--- config.mk ---
export PLATFORM = sky130hd
export DESIGN_NAME = cache_access_ctrl
export DESIGN_NICKNAME = d
export VERILOG_FILES = /design/src/rtl/cache_access_ctrl.sv
export SDC_FILE = /design/constraint.sdc
export NUM_CORES = 1
export LEC_CHECK = 0
export CAP_MARGIN = 20
export CORE_MARGIN = 5
export CORE_UTILIZATION = 25
export CTS_CLUSTER_DIAMETER = 30
export DETAILED_ROUTE_END_ITERATION = 6
export GPL_TIMING_DRIVEN = 0
export PLACE_DENSITY_LB_ADDON = 0.25
export SLEW_MARGIN = 25
export SYNTH_ARGS = -nofsm -noshare
export SYNTH_HDL_FRONTEND = slang
export SYNTH_SLANG_ARGS = --single-unit
--- constraint.sdc ---
create_clock -name clk_i -period 3.6 [get_ports clk_i]
set_input_delay 0.72 -clock clk_i [delete_from_list [all_inputs] [get_ports clk_i]]
set_output_delay 0.72 -clock clk_i [all_outputs]
set_load 0.05 [all_outputs]
--- src/rtl/cache_access_ctrl.sv ---
// cache_access_ctrl
//   Load/store front-end that sits between the MEM pipeline stage and the data
//   cache port. It handles one access at a time. For each access it:
//     - word-aligns the address,
//     - builds the byte mask and the lane-replicated store data,
//     - issues the cache request and waits for completion,
//     - hands the captured read word, offset, size and signedness to an
//       external sign-extend block,
//     - returns that block's result to the pipeline.
//
//   Optional feature macro: CACHE_ACCESS_CTRL_MISALIGN_TRAP_EN
//     defined   : a misaligned HALF/WORD request never reaches the cache. It
//                 answers directly with resp_fault=1 and resp_data=0.
//     undefined : resp_fault is tied 0. Misaligned accesses are issued with a
//                 truncated lane: HALF uses off[1], WORD ignores the offset.
//
//   Ports
//     clk_i, reset_i          clock, async active-high reset
//     req_*                   pipeline request (valid/ready handshake)
//     cache_*                 data cache request / completion
//     se_data/offset/signed/size -> sign-extend block, se_result <- it
//     resp_*                  pipeline response (valid/ready handshake)
//
//   FSM states
//     S_IDLE  | ready for a request (req_ready=1)
//     S_ISSUE | cache_valid=1, cache_* held until cache_ready
//     S_WAIT  | request accepted by cache, waiting for cache_done
//     S_RESP  | resp_valid=1 until resp_ready
`timescale 1ns/1ps

package cache_access_pkg;
  typedef enum logic [1:0] {
    BYTE = 2'b00,
    HALF = 2'b01,
    WORD = 2'b10
  } cache_access_size_t;
endpackage

module cache_access_ctrl
  import cache_access_pkg::*;
#(
  parameter  int ADDR_SIZE   = 32,
  parameter  int WORD_SIZE   = 32,
  localparam int OFFSET_SIZE = $clog2(WORD_SIZE/8),
  localparam int MASK_SIZE   = WORD_SIZE/8
) (
  input  logic                   clk_i,
  input  logic                   reset_i,
  input  logic                   req_valid,
  output logic                   req_ready,
  input  logic [ADDR_SIZE-1:0]   req_addr,
  input  logic                   req_wr,
  input  cache_access_size_t     req_size,
  input  logic                   req_signed,
  input  logic [WORD_SIZE-1:0]   req_wdata,
  output logic                   cache_valid,
  input  logic                   cache_ready,
  output logic [ADDR_SIZE-1:0]   cache_addr,
  output logic                   cache_wr,
  output logic [MASK_SIZE-1:0]   cache_wmask,
  output logic [WORD_SIZE-1:0]   cache_wdata,
  input  logic                   cache_done,
  input  logic [WORD_SIZE-1:0]   cache_rdata,
  output logic [WORD_SIZE-1:0]   se_data,
  output logic [OFFSET_SIZE-1:0] se_offset,
  output logic                   se_signed,
  output cache_access_size_t     se_size,
  input  logic [WORD_SIZE-1:0]   se_result,
  output logic                   resp_valid,
  input  logic                   resp_ready,
  output logic [WORD_SIZE-1:0]   resp_data,
  output logic                   resp_fault
);

  typedef enum logic [1:0] {
    S_IDLE  = 2'b00,
    S_ISSUE = 2'b01,
    S_WAIT  = 2'b10,
    S_RESP  = 2'b11
  } state_t;

  state_t r_state;
  state_t w_next;

  logic                   w_accept;
  logic                   w_capture;
  logic                   w_misalign;
  logic                   w_fault;
  logic [OFFSET_SIZE-1:0] w_off;
  logic [ADDR_SIZE-1:0]   w_addr_aligned;
  logic [MASK_SIZE-1:0]   w_mask;
  logic [WORD_SIZE-1:0]   w_wdata;

  logic [ADDR_SIZE-1:0]   r_cache_addr;
  logic                   r_cache_wr;
  logic [MASK_SIZE-1:0]   r_cache_wmask;
  logic [WORD_SIZE-1:0]   r_cache_wdata;
  logic [WORD_SIZE-1:0]   r_se_data;
  logic [OFFSET_SIZE-1:0] r_se_offset;
  logic                   r_se_signed;
  cache_access_size_t     r_se_size;

  // Request datapath: byte lane and alignment
  assign w_off          = req_addr[OFFSET_SIZE-1:0];
  assign w_addr_aligned = {req_addr[ADDR_SIZE-1:OFFSET_SIZE], {OFFSET_SIZE{1'b0}}};

  always_comb begin
    w_mask  = '1;
    w_wdata = req_wdata;
    case (req_size)
      BYTE: begin
        w_mask  = MASK_SIZE'(1) << w_off;
        w_wdata = {MASK_SIZE{req_wdata[7:0]}};
      end
      HALF: begin
        // The low offset bit is dropped, so a misaligned half stays inside its half-word lane.
        w_mask  = MASK_SIZE'(3) << {w_off[OFFSET_SIZE-1:1], 1'b0};
        w_wdata = {(MASK_SIZE/2){req_wdata[15:0]}};
      end
      default: begin
        w_mask  = '1;
        w_wdata = req_wdata;
      end
    endcase
  end

`ifdef CACHE_ACCESS_CTRL_MISALIGN_TRAP_EN
  logic r_fault;

  always_comb begin
    w_misalign = 1'b0;
    case (req_size)
      HALF:    w_misalign = w_off[0];
      WORD:    w_misalign = (w_off != '0);
      default: w_misalign = 1'b0;
    endcase
  end

  always_ff @(posedge clk_i or posedge reset_i) begin
    if (reset_i) begin
      r_fault <= 1'b0;
    end else if (w_accept) begin
      r_fault <= w_misalign;
    end else if (resp_valid && resp_ready) begin
      r_fault <= 1'b0;
    end
  end

  assign w_fault = r_fault;
`else
  assign w_misalign = 1'b0;
  assign w_fault    = 1'b0;
`endif

  // FSM
  always_ff @(posedge clk_i or posedge reset_i) begin
    if (reset_i) begin
      r_state <= S_IDLE;
    end else begin
      r_state <= w_next;
    end
  end

  always_comb begin
    w_next      = r_state;
    req_ready   = 1'b0;
    cache_valid = 1'b0;
    resp_valid  = 1'b0;
    w_accept    = 1'b0;
    w_capture   = 1'b0;
    case (r_state)
      S_IDLE: begin
        req_ready = 1'b1;
        if (req_valid) begin
          w_accept = 1'b1;
          w_next   = w_misalign ? S_RESP : S_ISSUE;
        end
      end
      S_ISSUE: begin
        cache_valid = 1'b1;
        if (cache_ready) begin
          // A cache that completes in the accept cycle skips WAIT.
          if (cache_done) begin
            w_capture = 1'b1;
            w_next    = S_RESP;
          end else begin
            w_next = S_WAIT;
          end
        end
      end
      S_WAIT: begin
        if (cache_done) begin
          w_capture = 1'b1;
          w_next    = S_RESP;
        end
      end
      S_RESP: begin
        resp_valid = 1'b1;
        if (resp_ready) begin
          w_next = S_IDLE;
        end
      end
      default: w_next = S_IDLE;
    endcase
  end

  // Access registers: loaded at accept and held until the next accept.
  always_ff @(posedge clk_i or posedge reset_i) begin
    if (reset_i) begin
      r_cache_addr  <= '0;
      r_cache_wr    <= 1'b0;
      r_cache_wmask <= '0;
      r_cache_wdata <= '0;
      r_se_data     <= '0;
      r_se_offset   <= '0;
      r_se_signed   <= 1'b0;
      r_se_size     <= BYTE;
    end else begin
      if (w_accept) begin
        r_cache_addr  <= w_addr_aligned;
        r_cache_wr    <= req_wr;
        r_cache_wmask <= req_wr ? w_mask : '0;
        r_cache_wdata <= req_wr ? w_wdata : '0;
        r_se_offset   <= w_off;
        r_se_signed   <= req_signed & ~req_wr;
        r_se_size     <= req_size;
      end
      if (w_capture && !r_cache_wr) begin
        r_se_data <= cache_rdata;
      end
    end
  end

  assign cache_addr  = r_cache_addr;
  assign cache_wr    = r_cache_wr;
  assign cache_wmask = r_cache_wmask;
  assign cache_wdata = r_cache_wdata;
  assign se_data     = r_se_data;
  assign se_offset   = r_se_offset;
  assign se_signed   = r_se_signed;
  assign se_size     = r_se_size;

  // Stores and faulted accesses return zero.
  assign resp_data  = (resp_valid && !r_cache_wr && !w_fault) ? se_result : '0;
  assign resp_fault = resp_valid && w_fault;

endmodule

# == Word-level counts from Yosys, hierarchy flattened ==
# Cells that the tools add are included.
# op_classes
n_eq_ne,8
shifts,2
mux,19
n_bitwise,2
n_reduce_logical,6
# ops
operator,count
2-to-1 mux 32 bit,2
case mux 32 bit (2 select lines),1
2-to-1 mux 1 bit,8
2-to-1 mux 2 bit,4
"inequality test 2 bit, second input constant",4
case mux 2 bit (4 select lines),1
case mux 4 bit (2 select lines),1
"equality test 2 x 1 -> 1 bit, second input constant",2
"equality test 2 bit, second input constant",2
zero test 2 bit,2
2-to-1 mux 4 bit,1
AND reduction 4 bit,1
"<< shifter 1 x 2 -> 4 bit, first input constant",1
"<< shifter 2 x 2 -> 4 bit, first input constant",1
logical AND 1 bit,2
case mux 1 bit (2 select lines),1
AND 1 bit,1
zero test 1 bit,1
NOT 1 bit,1
# word_totals
reg_bits,106
input_bits,138
elab_cells,46

# == Longest topological paths before layout ==
# Gate-level depths: netlist of the first run.
# logic_depth
ltp_word,4
depth_mapped,8
ltp_nobuf,6

# == Least setup slack after synthesis of the first run ==
# Ideal clock, no wire load.
# synth_path
path_type,register -> output
startpoint,reg r_state[1]
endpoint,out resp_data[10]
arrival_ps,1859
required_ps,2880
path_slack_ps,1021
stages_incl_launch_ff,5
n_path_buf,1
cell_sequence,dfrtp_1 ha_1 nor2b_1 clkbuf_1 and2_1
# synth_between
elab_chain_len,4
# synth_lines
item,line_no,text
start: declaration,82,state_t r_state;
start signal: assignment,160,r_state <= w_next;
equality test 2 bit,171,case (r_state)
2-to-1 mux 1 bit,171,
net resp_valid,69,"output logic resp_valid,"
logical AND 1 bit,244,assign resp_data = (resp_valid && !r_cache_wr && !w_fault) ? se_result : '0;
2-to-1 mux 32 bit,244,
end: declaration,71,"output logic [WORD_SIZE-1:0] resp_data,"
# The timed path passes the listed nets, and every way through them passes these cells.

# == Worst setup path in the final report of the first run ==
# layout_path
startpoint,reg r_state[1]
endpoint,out resp_data[5]
# layout_between
elab_chain_len,4
# layout_lines
item,line_no
equality test 2 bit,171
2-to-1 mux 1 bit,171
logical AND 1 bit,244
2-to-1 mux 32 bit,244
# Every way passes these cells.

==> results of run 1 <==
## layout make-up
| type | count | area share |
|---|---|---|
| plain buffers | 31 | 0.0207 |
| flip-flops and latches | 106 | 0.327 |
| clock buffers | 9 | 0.0278 |
| multi-input cells | 319 | 0.234 |
| well taps | 234 | 0.0361 |
| clock inverters | 7 | 0.00786 |
| inverters | 6 | 0.00339 |
| repair buffers | 276 | 0.343 |
## final timing paths
kind,startpoint,endpoint,slack (ns)
hold / removal,cache_wdata[6],cache_wdata[6],0.47
hold reg to reg,cache_wdata[6],cache_wdata[6],0.47
setup / recovery,r_state[1],resp_data[5],0.26
max in group asynchronous,reset_i,cache_wdata[31],2.15
setup reg to reg,r_state[1],se_data[25],1.71
min in group asynchronous,reset_i,se_data[1],0.77
## critical path: stages, from the launching register on
cell             delay (ns)
dfrtp_1                0.40
ha_1                   0.25
nor2b_1                0.32
clkbuf_1               0.30
and2_1                 0.18
clkdlybuf4s50_1        0.82
## per-stage QoR
stage / util / hold slack (ns) / power, uW
after global placement: 0.416 / 0.451 / 7090
after global routing: 0.434 / 0.497 / 8450
final: 0.434 / 0.474 / 8010
after detailed placement: 0.418 / 0.458 / 7110
after floorplan: - / 0.599 / 5300
after CTS: 0.434 / 0.478 / 8120
## cell usage after synthesis (all sizes together)
cell,instances,share of area
nand3,8,0.0085
a2111oi,1,0.0058
a22oi,1,0.0016
mux2i,8,0.017
and2,33,0.044
buf,19,0.026
conb,1,0.00079
mux2,41,0.11
ha,4,0.011
nand3b,1,0.0016
o31ai,2,0.0032
nor3,1,0.0034
nor2,5,0.0040
inv,6,0.0048
a21oi,2,0.0029
nand2,149,0.12
dfrtp,106,0.56
nor2b,5,0.0071
a211oi,1,0.0016
o21ai,54,0.057
clkbuf,12,0.0095
## routing by layer
layer  vias up  part of all wire  track usage
met4         0             0.014       0.0345
li1       2065                 -            -
met2       190              0.48        0.265
met5         -                 0            0
met3        16              0.11       0.0681
met1      2039              0.40        0.182
## power by group through the flow
stage                     sequential [uW]  combinational [uW]  clock (uW)
after global placement               2040                5050           0
after detailed placement             2060                5050           0
final                                2030                5000         980
after global routing                 2120                5270        1060
after CTS                            2040                5070        1020
after floorplan                      3910                1390           0
## cells by family (layout without fill, tap and decap cells)
logic type      Yosys count  in the layout
mux                      49             49
simple gates            202            202
fa+ha+maj                 4              4
flops                   106            106
compound gates           61             61
buf+inv                  37            329
other cells               1              3
## state kept, by name, indices dropped and copies added (netlist names), 2 cells and up
name / count
se_offset: 2
cache_wdata: 32
se_data: 32
cache_wmask: 4
cache_addr: 30
se_size: 2
r_state: 2
## timing repair
item                                    4_1_cts  5_1_grt
endpoints found under the setup margin        0        1
setup buffers                                 0        0
resized for setup                             0        1
==> key figures, run 1 <==
Setup path
  • Worst r2r path cells: 6
  • Critical-path maximum fanout: 10
  • Arr. time, crit path: 2.62 ns
  • Crit. End Element: output pin
  • Worst EP required: 2.88 ns
  • CP Class: reg2out
  • Critical Path Source Type: register

Synth
  • Seq cells post-synth: 106
  • Post-Synth Adder-Cell Area: 0.0106
  • Cell area after synthesis: 4740 um2
  • Seq/Total Area, Yosys: 0.560
  • Mux share of post-synthesis cell area: 0.130
  • Post-synth cell types: 28
  • Syn Area/Cell: 10.3 um2
  • Ys Warns: 0
  • Compound-Gate Fraction of Synth Area: 0.0721
  • Xor/xnor cell area share of the yosys netlist: 0
  • Syn Inst Count: 460
  • Largest family of logic cells by synthesized area: simple AND/OR/NAND/NOR gates
  • Post-Synth Simple-Gate Area: 0.186

Pwr
  • VDD IR max: roughly 440 uV
  • Switching share of power: 0.505
  • Switching power total: slightly above 4000 uW
  • Cell Int Power: between 3000 and 4000 uW
  • PwrDens: 987 nW/um2
  • Part of the power in registers: 0.254
  • Leak: 0.00359 uW
  • Power share of the combinational group: 0.624
  • Clock share of power: 0.122

Final layout
  • Most frequent cells in the layout: clkdlybuf4s50_1 (274), nand2_1 (149), dfrtp_1 (106), o21ai_0 (53), and2_1 (33)
  • Finished Cell Area: roughly 8000 um2
  • Filler cell count: 1829
  • Final Instance Count excl. Fillers: 988
  • Layout area overhead: 71.3%
  • Multi-input gate area: 1900 um2
  • Reg area: 2650 um2
  • Layout cells sized above 1: 0.107
  • Layout Nets: 891
  • # diodes: 0
  • Most common cell after layout, fill and taps aside: clkdlybuf4s50_1

STA
  • Skew final: between 0.01 and 0.015 ns
  • Min Tclk post-route: 3.34 ns
  • RSZ-0062 raised after global routing: no
  • Setup TNS: 0 ns
  • Slew @ Worst Pin: 0.577 ns
  • Slew HR: 0.614
  • Final setup viols: 0
  • Fmax: 300 MHz
  • Final hold vios: 0
  • Post-route clock period utilization: 0.927
  • Final worst setup slack: 0.264 ns
  • Pins Over Slew Limit: 0

Global routing
  • Global router's overall resource usage: 0.156
  • Pin count of the biggest net entering global routing: 60
  • Initial antenna violation count: 0
  • Vias in the first global route: 4479
  • Global-route wire length before repair: ~27 mm
  • Grt ovf: 0

Die
  • Chip Width: about 150 um
  • Core box area: 18700 um2
  • Initial Utilization: 0.253
  • Die area: 21800 um2
  • Die height: 148 um
  • Row cnt: 50
  • IO Pins: 280

Routing
  • Via Count: roughly 4300
  • Vias/cell: 4.36
  • DRT Pass-1 Iters: 4
  • Initial DRC Count: 128
  • DRC violations left: 0
  • Final ANT Viol Nets: 0
  • Routed WL: ~17 mm
  • Wire length per cell: about 17 um

Clock tree
  • CTS H-tree lvls: 3
  • TritonCTS clock tree: done
  • CTS Sinks: between 100 and 150
  • Post-CTS Hold Fix Bufs: 0
  • Clk root buf: clkbuf_16
  • Worst-skew pair later-pin latency: 0.35 ns
  • CTS Buf Count: 9
  • Bufs on Longest Clock Path: 2
  • Clk pin slew, worst setup/hold paths: 0.07 ns

Placed design
  • DP Area: 7820 um2
  • Gp weighted congestion: between 0.7 and 0.8
  • IO buf count: about 280
  • Pre-CTS setup slack: 0.594 ns
  • Dpl hpwl: 13.5 mm
  • Placed Cells incl. Taps: 972

Outcome
  • Status: completed

Run
  • Max cap viols: 0

Worst hold path
  • Hold Crit Class: reg2reg
  • Hold Path Stages: 2
Note: power is estimated with default switching activity, not from simulation.
==> inputs of run 2 (changes only) <==
CORE_ASPECT_RATIO = 1.1   (was default)
REMOVE_ABC_BUFFERS = 1   (was default)
==> run 2 against run 1 <==
- count of clock-buffer cells in the layout stayed put
- worst hold slack worse by 0.0056 ns
- fmax is 0.77% higher
- power is 0.13% higher
- die area hardly changed
==> key figures, run 2 (synthesis results as in run 1) <==
STA
  • Fmax: 302 MHz (+0.77%)
  • Min Tclk post-route: 3.31 ns (-0.0254 ns)
  • Skew final: 0.00776 ns (-0.00388 ns)
  • Post-route clock period utilization: 0.920 (-0.00706)
  • Pins Over Slew Limit: 0 (unchanged)
  • Final setup viols: 0 (unchanged)
  • Slew @ Worst Pin: 0.800 ns (+0.223 ns)
  • RSZ-0062 raised after global routing: no
  • Final hold vios: 0 (unchanged)
  • Slew HR: 0.465 (-0.149)

Die
  • Chip Width: 141 um (-4.3%)
  • Die height: 154 um (+4.6%)
  • IO Pins: 280 (unchanged)
  • Row cnt: 52 (+4.0%)
  • Die area: 21800 um2 (about the same)
  • Initial Utilization: 0.255 (+0.00222)
  • Core box area: 18500 um2 (-0.87%)

Global routing
  • Pin count of the biggest net entering global routing: 62 (+3.3%)
  • Global router's overall resource usage: 0.143 (-0.0129)
  • Vias in the first global route: 4308 (-3.8%)
  • Global-route wire length before repair: 24.6 mm (-7.3%)
  • Grt ovf: 0 (unchanged)
  • Initial antenna violation count: 0 (unchanged)

Clock tree
  • Clk pin slew, worst setup/hold paths: 0.08 ns (about the same)
  • CTS Sinks: 106 (unchanged)
  • CTS H-tree lvls: 3 (unchanged)
  • Bufs on Longest Clock Path: 2 (unchanged)
  • CTS Buf Count: 9 (unchanged)
  • Worst-skew pair later-pin latency: 0.35 ns (about the same)
  • Postcts setup bufs: 0 (unchanged)
  • Clk root buf: clkbuf_16
  • TritonCTS clock tree: done

Final layout
  • Layout cells sized above 1: 0.0963 (-0.0111)
  • Layout area overhead: 69.8%
  • Filler cell count: 1779 (-2.7%)
  • Most common cell after layout, fill and taps aside: clkdlybuf4s50_1
  • Layout Nets: 864 (-3.0%)
  • Most frequent cells in the layout: clkdlybuf4s50_1 (275), nand2_1 (148), dfrtp_1 (106), o21ai_0 (53), and2_1 (32)
  • Final Instance Count excl. Fillers: 970 (-1.8%)
  • # diodes: 0 (unchanged)

Setup path
  • Critical-path maximum fanout: 32 (+22)
  • Buf+Inv Stages, Crit Path: 1 (-1)
  • Crit. End Element: output pin
  • Slowest Stage Delay on Critical Path: 0.82 ns (about the same)
  • CP top delay family: buffers and inverters
  • Arr. time, crit path: 2.59 ns (-0.03 ns)
  • Critical Path Source Type: register
  • Worst EP required: 2.88 ns (about the same)
  • Critical Path Slowest Stage Cell: clkdlybuf4s50_1
  • CP Class: reg2out
  • Crit path cell chain: ha_1 -> nor2b_4 -> and2_1 -> clkdlybuf4s50_1

Routing
  • Vias/cell: 4.35 (-0.22%)
  • DRC violations left: 0 (unchanged)
  • Wire length per cell: 16.7 um (-3.8%)
  • DRT Pass-1 Iters: 4 (unchanged)
  • Routed WL: 16.2 mm (-5.6%)
  • Final ANT Viol Nets: 0 (unchanged)
  • Initial DRC Count: 154 (+20%)
  • Via Count: 4222 (-2.0%)

Pwr
  • Switching power total: 4050 uW (+0.11%)
  • PwrDens: 997 nW/um2 (+1.0%)
  • Power share of the combinational group: 0.621 (-0.003)
  • VDD IR max: 459 uV (+4.3%)
  • Clock share of power: 0.125 (+0.003)
  • Leak: 0.00352 uW (-2.0%)
  • Cell Int Power: 3970 uW (+0.14%)
  • Total Power: 8020 uW (+0.13%)
  • Switching share of power: 0.505 (about the same)
  • Part of the power in registers: 0.254 (about the same)

Placed design
  • IO buf count: 276 (+0.36%)
  • Gp weighted congestion: 0.888 (+12%)
  • Placed Cells incl. Taps: 954 (-1.9%)
  • Dpl hpwl: 12.3 mm (-9.1%)

Worst hold path
  • Hold Crit Class: reg2reg

Outcome
  • Status: completed

Run
  • Max cap viols: 0 (unchanged)
-- run 2: changes by cell type in the layout (fill, tap and decap cells not counted), moves of 2 or more --
cell	change
clkbuf_1	-12
buf_4	-4
clkinv_4	-2
buf_2	-10
buf_6	-2
-- run 2: layer usage --
layer | wire (um) | track usage
met5 | 0 | 0
met4 | 243 | 0.0401
met3 | 1600 | 0.0454
met2 | 8060 | 0.251
met1 | 6250 | 0.166
-- run 2: metrics by stage --
stage	setup TNS, ns	worst slack, ns	util	area, um2	hold WS [ns]
3_3_place_gp	-168.65	-1.55	0.412	7640	0.453
2_1_floorplan	0	0.0911	-	4580	0.599
5_1_grt	0	0.107	0.434	8040	0.495
6_report	0	0.290	0.434	8040	0.468
4_1_cts	0	0.232	0.434	8050	0.474
3_5_place_dp	0	0.370	0.418	7740	0.455
-- run 2: repair_timing --
action,4_1_cts,5_1_grt
hold buffers,0,0
endpoints found under the setup margin,1,0
gates resized for setup,1,0
-- run 2: worst paths after layout --
check | startpoint | cells after the start | endpoint | slack, ns
max in group asynchronous | reset_i | 3 | cache_wdata[12] | 2.15
worst min-delay path | cache_wdata[1] | 2 | cache_wdata[1] | 0.47
worst max register to register | r_state[0] | 5 | cache_wdata[20] | 1.28
worst min register to register | cache_wdata[1] | 2 | cache_wdata[1] | 0.47
worst max-delay path | r_state[1] | 4 | resp_data[11] | 0.29
min in group asynchronous | reset_i | 2 | se_data[0] | 0.79
-- run 2: power by group through the flow --
stage	clock network, uW	logic [uW]	registers [uW]
5_1_grt	1090	5230	2110
6_report	1000	4980	2040
3_5_place_dp	0	5030	2060
4_1_cts	1050	5040	2040
2_1_floorplan	0	1330	3910
3_3_place_gp	0	4950	2030
-- run 2: area by class of cell --
cell class	instances	area, um2	share of cell area
clock buffers	9	225	0.0280
clock inverters	7	75.1	0.00933
inverters	6	27.5	0.00342
multi-input cells	319	1920	0.239
flip-flops and latches	106	2650	0.330
well taps	243	304	0.0378
repair buffers	280	2840	0.353
-- run 2: tightest hold or removal path, delay by kind of cell (launching register included) --
family           cells  cell delay, ns
flip-flops           1            0.34
AND/OR/NAND/NOR      2            0.10
